## config.mk

```make
export PLATFORM = sky130hd
export DESIGN_NAME = patdet_accum_ctrl_flat
export DESIGN_NICKNAME = d
export VERILOG_FILES = /design/src/rtl/patdet_accum_ctrl_pkg.sv /design/src/rtl/patdet_accum_ctrl_if.sv /design/src/rtl/patdet_accum_ctrl_qual.sv /design/src/rtl/patdet_accum_ctrl.sv /design/src/flat_wrapper.sv
export SDC_FILE = /design/constraint.sdc
export NUM_CORES = 1
export LEC_CHECK = 0
export ABC_AREA = 0
export BUFFER_PORTS_ARGS = -buffer_cell sky130_fd_sc_hd__buf_2
export CORE_ASPECT_RATIO = 1.5
export CORE_MARGIN = 5
export CORE_UTILIZATION = 30
export DETAILED_ROUTE_END_ITERATION = 8
export GPL_ROUTABILITY_DRIVEN = 0
export HOLD_SLACK_MARGIN = 0.08
export SETUP_SLACK_MARGIN = 0.2
export SLEW_MARGIN = 20
export SYNTH_ARGS = -nofsm -noshare
export SYNTH_HDL_FRONTEND = slang
export SYNTH_SLANG_ARGS = --single-unit
```

## constraint.sdc

```tcl
create_clock -name clk -period 3.3 [get_ports clk]
set_input_delay 0 -clock clk [delete_from_list [all_inputs] [get_ports clk]]
set_output_delay 0 -clock clk [all_outputs]
set_load 0.005 [all_outputs]
```

## src/rtl/patdet_accum_ctrl_pkg.sv

```systemverilog
// Shared definitions for the pattern-detect accumulate sequencer:
// state encoding, status codes and the DSP data width.
package patdet_accum_ctrl_pkg;

   localparam int DSP_W = 48;

   localparam logic [1:0] S_IDLE  = 2'd0;
   localparam logic [1:0] S_CLEAR = 2'd1;
   localparam logic [1:0] S_RUN   = 2'd2;
   localparam logic [1:0] S_DONE  = 2'd3;

   typedef enum logic [2:0] {
      ST_MATCH = 3'd0,
      ST_OVF   = 3'd1,
      ST_UNF   = 3'd2,
      ST_TMO   = 3'd3,
      ST_ABT   = 3'd4
   } status_e;

endpackage

```

## src/rtl/patdet_accum_ctrl_if.sv

```systemverilog
// Host and detector signal bundle; master is the host/detector side,
// slave is the sequencer.
interface patdet_accum_ctrl_if #(
   parameter int CNT_W = 16
);
   import patdet_accum_ctrl_pkg::*;

   logic             start;
   logic             abort;
   logic [DSP_W-1:0] term_pattern;
   logic [CNT_W-1:0] max_cycles;
   logic             PATTERNDETECT;
   logic             PATTERNBDETECT;
   logic             OVERFLOW;
   logic             UNDERFLOW;
   logic             CEP;
   logic             RSTP;
   logic [DSP_W-1:0] C;
   logic             busy;
   logic             done;
   logic [2:0]       status;
   logic [CNT_W-1:0] run_count;

   modport master (
      output start, abort, term_pattern, max_cycles,
             PATTERNDETECT, PATTERNBDETECT, OVERFLOW, UNDERFLOW,
      input  CEP, RSTP, C, busy, done, status, run_count
   );

   modport slave (
      input  start, abort, term_pattern, max_cycles,
             PATTERNDETECT, PATTERNBDETECT, OVERFLOW, UNDERFLOW,
      output CEP, RSTP, C, busy, done, status, run_count
   );

endinterface

```

## src/rtl/patdet_accum_ctrl_qual.sv

```systemverilog
// Flag-latency down-counter and run-termination priority encoder.
module dsp_flag_qualifier
   import patdet_accum_ctrl_pkg::*;
#(
   parameter int FLAG_LAT = 1
) (
   input  logic       clk,
   input  logic       RST,
   input  logic       load,
   input  logic       in_run,
   input  logic       abort,
   input  logic       ovf,
   input  logic       unf,
   input  logic       pd,
   input  logic       tmo,
   output logic       term,
   output logic [2:0] code
);

   logic [2:0] lat_cnt;
   logic       qual;

   assign qual = (lat_cnt == 3'd0);

   always_ff @(posedge clk or posedge RST) begin
      if (RST) begin
         lat_cnt <= 3'd0;
      end else if (load) begin
         lat_cnt <= 3'(FLAG_LAT);
      end else if (in_run && !qual) begin
         lat_cnt <= lat_cnt - 3'd1;
      end
   end

   // abort and timeout are not detector flags, so the latency gate does not apply
   always_comb begin
      term = 1'b0;
      code = ST_TMO;
      if (in_run) begin
         if (abort) begin
            term = 1'b1;
            code = ST_ABT;
         end else if (qual && ovf) begin
            term = 1'b1;
            code = ST_OVF;
         end else if (qual && unf) begin
            term = 1'b1;
            code = ST_UNF;
         end else if (qual && pd) begin
            term = 1'b1;
            code = ST_MATCH;
         end else if (tmo) begin
            term = 1'b1;
            code = ST_TMO;
         end
      end
   end

endmodule

```

## src/rtl/patdet_accum_ctrl.sv

```systemverilog
// Sequencer for the DSP pattern-detect accumulate loop.
//   state | meaning
//   IDLE  | waiting for start; C and status hold
//   CLEAR | RSTP high for CLR_CYCLES cycles
//   RUN   | CEP high, counting, watching flags
//   DONE  | one-cycle done pulse, status valid
module patdet_accum_ctrl
   import patdet_accum_ctrl_pkg::*;
#(
   parameter int CNT_W      = 16,
   parameter int CLR_CYCLES = 1,
   parameter int FLAG_LAT   = 1
) (
   input logic               clk,
   input logic               RST,
   patdet_accum_ctrl_if.slave bus
);

   logic [1:0]       state;
   logic [3:0]       clr_cnt;
   logic [CNT_W-1:0] budget;
   logic             run_load;
   logic             q_term;
   logic [2:0]       q_code;

   assign run_load = (state == S_CLEAR) && !bus.abort &&
                     (clr_cnt == 4'd0) && (budget != '0);

   dsp_flag_qualifier #(
      .FLAG_LAT (FLAG_LAT)
   ) u_qual (
      .clk    (clk),
      .RST    (RST),
      .load   (run_load),
      .in_run (state == S_RUN),
      .abort  (bus.abort),
      .ovf    (bus.OVERFLOW),
      .unf    (bus.UNDERFLOW),
      .pd     (bus.PATTERNDETECT),
      .tmo    (bus.run_count == budget),
      .term   (q_term),
      .code   (q_code)
   );

   always_ff @(posedge clk or posedge RST) begin
      if (RST) begin
         state         <= S_IDLE;
         clr_cnt       <= 4'd0;
         budget        <= '0;
         bus.CEP       <= 1'b0;
         bus.RSTP      <= 1'b0;
         bus.C         <= '0;
         bus.busy      <= 1'b0;
         bus.done      <= 1'b0;
         bus.status    <= 3'd0;
         bus.run_count <= '0;
      end else begin
         bus.done <= 1'b0;
         case (state)
            S_IDLE: begin
               if (bus.start) begin
                  bus.C         <= bus.term_pattern;
                  budget        <= bus.max_cycles;
                  bus.run_count <= '0;
                  clr_cnt       <= 4'(CLR_CYCLES - 1);
                  bus.RSTP      <= 1'b1;
                  bus.busy      <= 1'b1;
                  state         <= S_CLEAR;
               end
            end
            S_CLEAR: begin
               if (bus.abort) begin
                  bus.RSTP   <= 1'b0;
                  bus.done   <= 1'b1;
                  bus.status <= ST_ABT;
                  state      <= S_DONE;
               end else if (clr_cnt == 4'd0) begin
                  bus.RSTP <= 1'b0;
                  if (budget == '0) begin
                     bus.done   <= 1'b1;
                     bus.status <= ST_TMO;
                     state      <= S_DONE;
                  end else begin
                     // run_count tracks CEP-high cycles including the current one
                     bus.CEP       <= 1'b1;
                     bus.run_count <= bus.run_count + 1'b1;
                     state         <= S_RUN;
                  end
               end else begin
                  clr_cnt <= clr_cnt - 4'd1;
               end
            end
            S_RUN: begin
               if (q_term) begin
                  bus.CEP    <= 1'b0;
                  bus.done   <= 1'b1;
                  bus.status <= q_code;
                  state      <= S_DONE;
               end else if (bus.run_count != '1) begin
                  bus.run_count <= bus.run_count + 1'b1;
               end
            end
            default: begin
               bus.busy <= 1'b0;
               state    <= S_IDLE;
            end
         endcase
      end
   end

endmodule

```

## src/flat_wrapper.sv

```systemverilog
// flat-port wrapper written by rule: the top's interface ports become plain ports
module patdet_accum_ctrl_flat import patdet_accum_ctrl_pkg::*;
#(
   parameter int CNT_W      = 16,
   parameter int CLR_CYCLES = 1,
   parameter int FLAG_LAT   = 1
)
  (clk, RST, bus_start, bus_abort, bus_term_pattern, bus_max_cycles, bus_PATTERNDETECT, bus_PATTERNBDETECT, bus_OVERFLOW, bus_UNDERFLOW, bus_CEP, bus_RSTP, bus_C, bus_busy, bus_done, bus_status, bus_run_count);
  patdet_accum_ctrl_if #(.CNT_W(CNT_W)) bus_i ();
  input logic clk;
  input logic RST;
  input wire logic [$bits(bus_i.start)-1:0] bus_start;
  input wire logic [$bits(bus_i.abort)-1:0] bus_abort;
  input wire logic [$bits(bus_i.term_pattern)-1:0] bus_term_pattern;
  input wire logic [$bits(bus_i.max_cycles)-1:0] bus_max_cycles;
  input wire logic [$bits(bus_i.PATTERNDETECT)-1:0] bus_PATTERNDETECT;
  input wire logic [$bits(bus_i.PATTERNBDETECT)-1:0] bus_PATTERNBDETECT;
  input wire logic [$bits(bus_i.OVERFLOW)-1:0] bus_OVERFLOW;
  input wire logic [$bits(bus_i.UNDERFLOW)-1:0] bus_UNDERFLOW;
  output wire logic [$bits(bus_i.CEP)-1:0] bus_CEP;
  output wire logic [$bits(bus_i.RSTP)-1:0] bus_RSTP;
  output wire logic [$bits(bus_i.C)-1:0] bus_C;
  output wire logic [$bits(bus_i.busy)-1:0] bus_busy;
  output wire logic [$bits(bus_i.done)-1:0] bus_done;
  output wire logic [$bits(bus_i.status)-1:0] bus_status;
  output wire logic [$bits(bus_i.run_count)-1:0] bus_run_count;
  assign bus_i.start = bus_start;
  assign bus_i.abort = bus_abort;
  assign bus_i.term_pattern = bus_term_pattern;
  assign bus_i.max_cycles = bus_max_cycles;
  assign bus_i.PATTERNDETECT = bus_PATTERNDETECT;
  assign bus_i.PATTERNBDETECT = bus_PATTERNBDETECT;
  assign bus_i.OVERFLOW = bus_OVERFLOW;
  assign bus_i.UNDERFLOW = bus_UNDERFLOW;
  assign bus_CEP = bus_i.CEP;
  assign bus_RSTP = bus_i.RSTP;
  assign bus_C = bus_i.C;
  assign bus_busy = bus_i.busy;
  assign bus_done = bus_i.done;
  assign bus_status = bus_i.status;
  assign bus_run_count = bus_i.run_count;
  patdet_accum_ctrl #(.CNT_W(CNT_W), .CLR_CYCLES(CLR_CYCLES), .FLAG_LAT(FLAG_LAT)) u_core (.clk(clk), .RST(RST), .bus(bus_i));
endmodule
```

==> summary.txt <==
Synth
  • Syn Inst Count: between 300 and 400
  • Area of the mapped netlist: roughly 4600 µm²
  • Top post-synthesis cells by area: dfrtp_1, mux2_2, xor2_1
  • Syn Nets: 461
  • Number of warnings printed during yosys synthesis: 0
  • Share of the yosys chip area belonging to registers: between 50 and 60%
  • Portion of synthesized cell area occupied by the leading cell type: between 50% and 60%
  • FFs w/ async S/R, synth: 100%
  • Cell with the most instances after synthesis: dfrtp_1
  • Synthesis-stage register bit count: 96
  • Number of synthesized flops with an enable pin: 0
  • Leading area contributor after synthesis: dfrtp_1
  • Avg Inst Size Synth: 12.0 µm²
  • List of most frequent post-synthesis cells: dfrtp_1, mux2_2, nand2_1, o21ai_0, nor2_1
  • Flip-flop cell with the highest count after synthesis: dfrtp_1
  • Yosys cell types: 44

STA
  • Number of hold violations in the final report: 0
  • Largest clock skew in the final design: just over 0.006 ns
  • Final critical-path share of the clock period: ~84%
  • Tightest Pin Transition: between 0.7 and 0.8 ns
  • Final period demand of the worst path: 2.76 ns
  • Setup repair after global routing missed its margin: false
  • Slew Limit Headroom: ~48%
  • Total negative slack: 0 ns
  • Final Setup Violations: 0
  • Max-slew violation count: 0
  • Achievable clock frequency: 362 MHz
  • Final worst setup slack: between 0.5 and 0.6 ns

Global route
  • Grt total ovfl: 0
  • Maximum number of pins on one net before global-route repair: 43
  • Antenna violations before repair: 0
  • Vias in the first global route: around 4200
  • Global-route usage over all layers: 14.4%
  • First-pass GRT wire length: 21000 µm

Power and ir drop
  • Highest ir drop seen on vdd: 0.390 mV
  • Power density over the cells: 872 nW/µm²
  • Reported leakage power: just over 3 nW

Clock tree
  • Post-CTS setup buffers: 0
  • Worst-skew pair later-pin latency: 0.33 ns
  • Cts hold-fix bufs: 68
  • Count of clock tree sinks: 96
  • Clock tree from TritonCTS: built
  • Clock transition at the registers of the reported paths: 0.07 ns
  • Number of buffers created by CTS: 9
  • Number of cells upsized or downsized after cts: 0
  • Maximum number of buffers from clock root to sink: 2
  • H-tree lvl count: 3
  • Root Driver: clkbuf_16

Placed design
  • Post-detailed-placement half-perimeter wirelength: 9030 µm
  • Count of buffers inserted at the top-level ports: 141
  • Count of placed standard cells including taps: 709
  • Worst slack after detailed placement: 0.562 ns

Layout
  • Final cell count without fillers: slightly below 800
  • Footprint of the multi-input gates: between 2000 and 2500 µm²
  • Share of post-route cells with drive strength above 1: 41.2%
  • Antenna cell count: 0
  • Area Growth Syn to Fin: 42.4%
  • Nets: between 600 and 700
  • Fillcell total: 1457
  • Flip-flop and latch area: 2400 µm²

Worst setup path
  • CP endpoint kind: flop
  • Crit Path Category: flop to flop
  • CP required: 3.50 ns
  • Critical path launch point type: flop
  • Crit Path Max Fanout: 15
  • Arr. time, crit path: 2.96 ns

Detailed routing
  • Number of vias in the routed layout: 3841
  • Post-DRT Antenna Nets: 0
  • DR iter-0 viols: 146
  • Wire length after detailed routing: between 10000 and 15000 µm
  • DRC violation count after routing: 0
  • Routed wirelength normalized by instance count: ~16 µm
  • Drt via density: 4.84
  • First drt pass iteration count: 4

Floorplanning
  • Chip height: 161 µm
  • Starting density of the core: between 30% and 40%
  • IO Pins: 143
  • Number of cell rows: 55
  • DIE WIDTH: ~110 µm
  • Die area: 17800 µm²
  • Placeable core area: 15000 µm²

Status
  • Run status: finished clean

Job
  • Max-cap violations: 0

Min path
  • Hold Crit Class: input pin to asynchronous set/reset pin
state kept, by name (all words and copies together), names as in the netlist:
register / cells
u_core.bus.C: 48
u_core.budget: 16
u_core.bus.run_count: 16
u_core.clr_cnt: 4
u_core.bus.status: 3
u_core.u_qual.lat_cnt: 3
u_core.state: 2
u_core.bus.CEP: 1
u_core.bus.RSTP: 1
u_core.bus.busy: 1
u_core.bus.done: 1
routing by layer:
metal  global-route usage [%]  vias to the layer above  part of all wire (%)
met3                     3.09                       24                   5.4
met2                     27.1                      133                    54
li1                         -                     1800                     -
met1                     15.3                     1884                    37
met5                        0                        -                     0
met4                     5.94                        0                   2.7
where the power goes:
part	total (mW)	switching (mW)	internal [mW]
logic	2.41	1.18	1.23
registers	2.12	0.395	1.72
clock network	1.13	0.450	0.684
cell families (layout without fill, tap and decap cells):
family | count (synthesis) | in the layout | share of synthesized area, %
DFF | 96 | 96 | 52.7
xor gates and xnor gates | 19 | 19 | 3.65
adders and majority gates | 9 | 9 | 2.47
and+or+nand+nor | 90 | 90 | 10.2
buffers and inverters | 30 | 244 | 2.77
AOI/OAI and AO/OA | 66 | 66 | 10.9
muxes | 70 | 70 | 17.2
layout by cell type, fill, tap and decap left out, types with 2 or more instances in the layout:
| cell | count |
|---|---|
| bufinv_16 | 2 |
| buf_4 | 6 |
| mux2i_1 | 2 |
| clkinvlp_4 | 2 |
| a211oi_1 | 6 |
| xor2_1 | 17 |
| ha_1 | 9 |
| o31ai_1 | 5 |
| dlygate4sd3_1 | 68 |
| inv_1 | 12 |
| buf_2 | 141 |
| nand3_1 | 6 |
| o21ai_0 | 24 |
| clkbuf_16 | 9 |
| nand2_1 | 23 |
| a21oi_1 | 3 |
| and3_1 | 4 |
| nor4_1 | 13 |
| a21o_1 | 8 |
| mux2_2 | 68 |
| a22o_1 | 2 |
| o31ai_2 | 5 |
| o311ai_0 | 3 |
| nor2_1 | 18 |
| xnor2_1 | 2 |
| dfrtp_1 | 96 |
| or3_1 | 4 |
| or2_2 | 2 |
| nand2b_1 | 2 |
| nand4_1 | 9 |
| and2_1 | 2 |
through the flow:
stage | instance area, µm² | hold slack [ns] | utilization (%) | power [mW]
2_1_floorplan | 4560 | 0.151 | - | 3.65
3_3_place_gp | 5490 | -0.0139 | 36.6 | 4.39
3_5_place_dp | 5490 | -0.00932 | 36.6 | 4.50
4_1_cts | 6490 | 0.188 | 43.3 | 5.73
5_1_grt | 6490 | 0.206 | 43.3 | 6.07
6_report | 6490 | 0.172 | 43.3 | 5.66
cell type report:
| cell class | instances | area share, % |
|---|---|---|
| clock inverters | 5 | 1.23 |
| clock buffers | 11 | 3.74 |
| inverters | 13 | 0.791 |
| well taps | 199 | 3.84 |
| flip-flops and latches | 96 | 37.0 |
| repair buffers | 215 | 22.1 |
| multi-input cells | 254 | 31.3 |
worst paths after layout:
check | from | end | slack (ns) | cells past startpoint
worst max register to register | u_core.state[0] | u_core.bus.run_count[8] | 0.54 | 8
min in group clk | bus_PATTERNDETECT | u_core.bus.status[0] | 0.22 | 5
worst min-delay path | RST | u_core.bus.busy | 0.17 | 3
max in group asynchronous | RST | u_core.bus.C[13] | 2.31 | 4
worst max-delay path | u_core.state[0] | u_core.bus.run_count[8] | 0.54 | 8
worst min register to register | u_core.bus.status[2] | u_core.bus.status[2] | 0.50 | 1
critical path: stages, from the launching register on:
cell and delay (ns):
dfrtp_1 0.41, inv_1 0.10, ha_1 0.28, nor2b_1 0.47, or3_1 0.25, o41a_1 0.58, nor4_1 0.11, a211oi_1 0.26
o311ai_0 0.16
No activity file was read; power rests on OpenSTA's default activity.
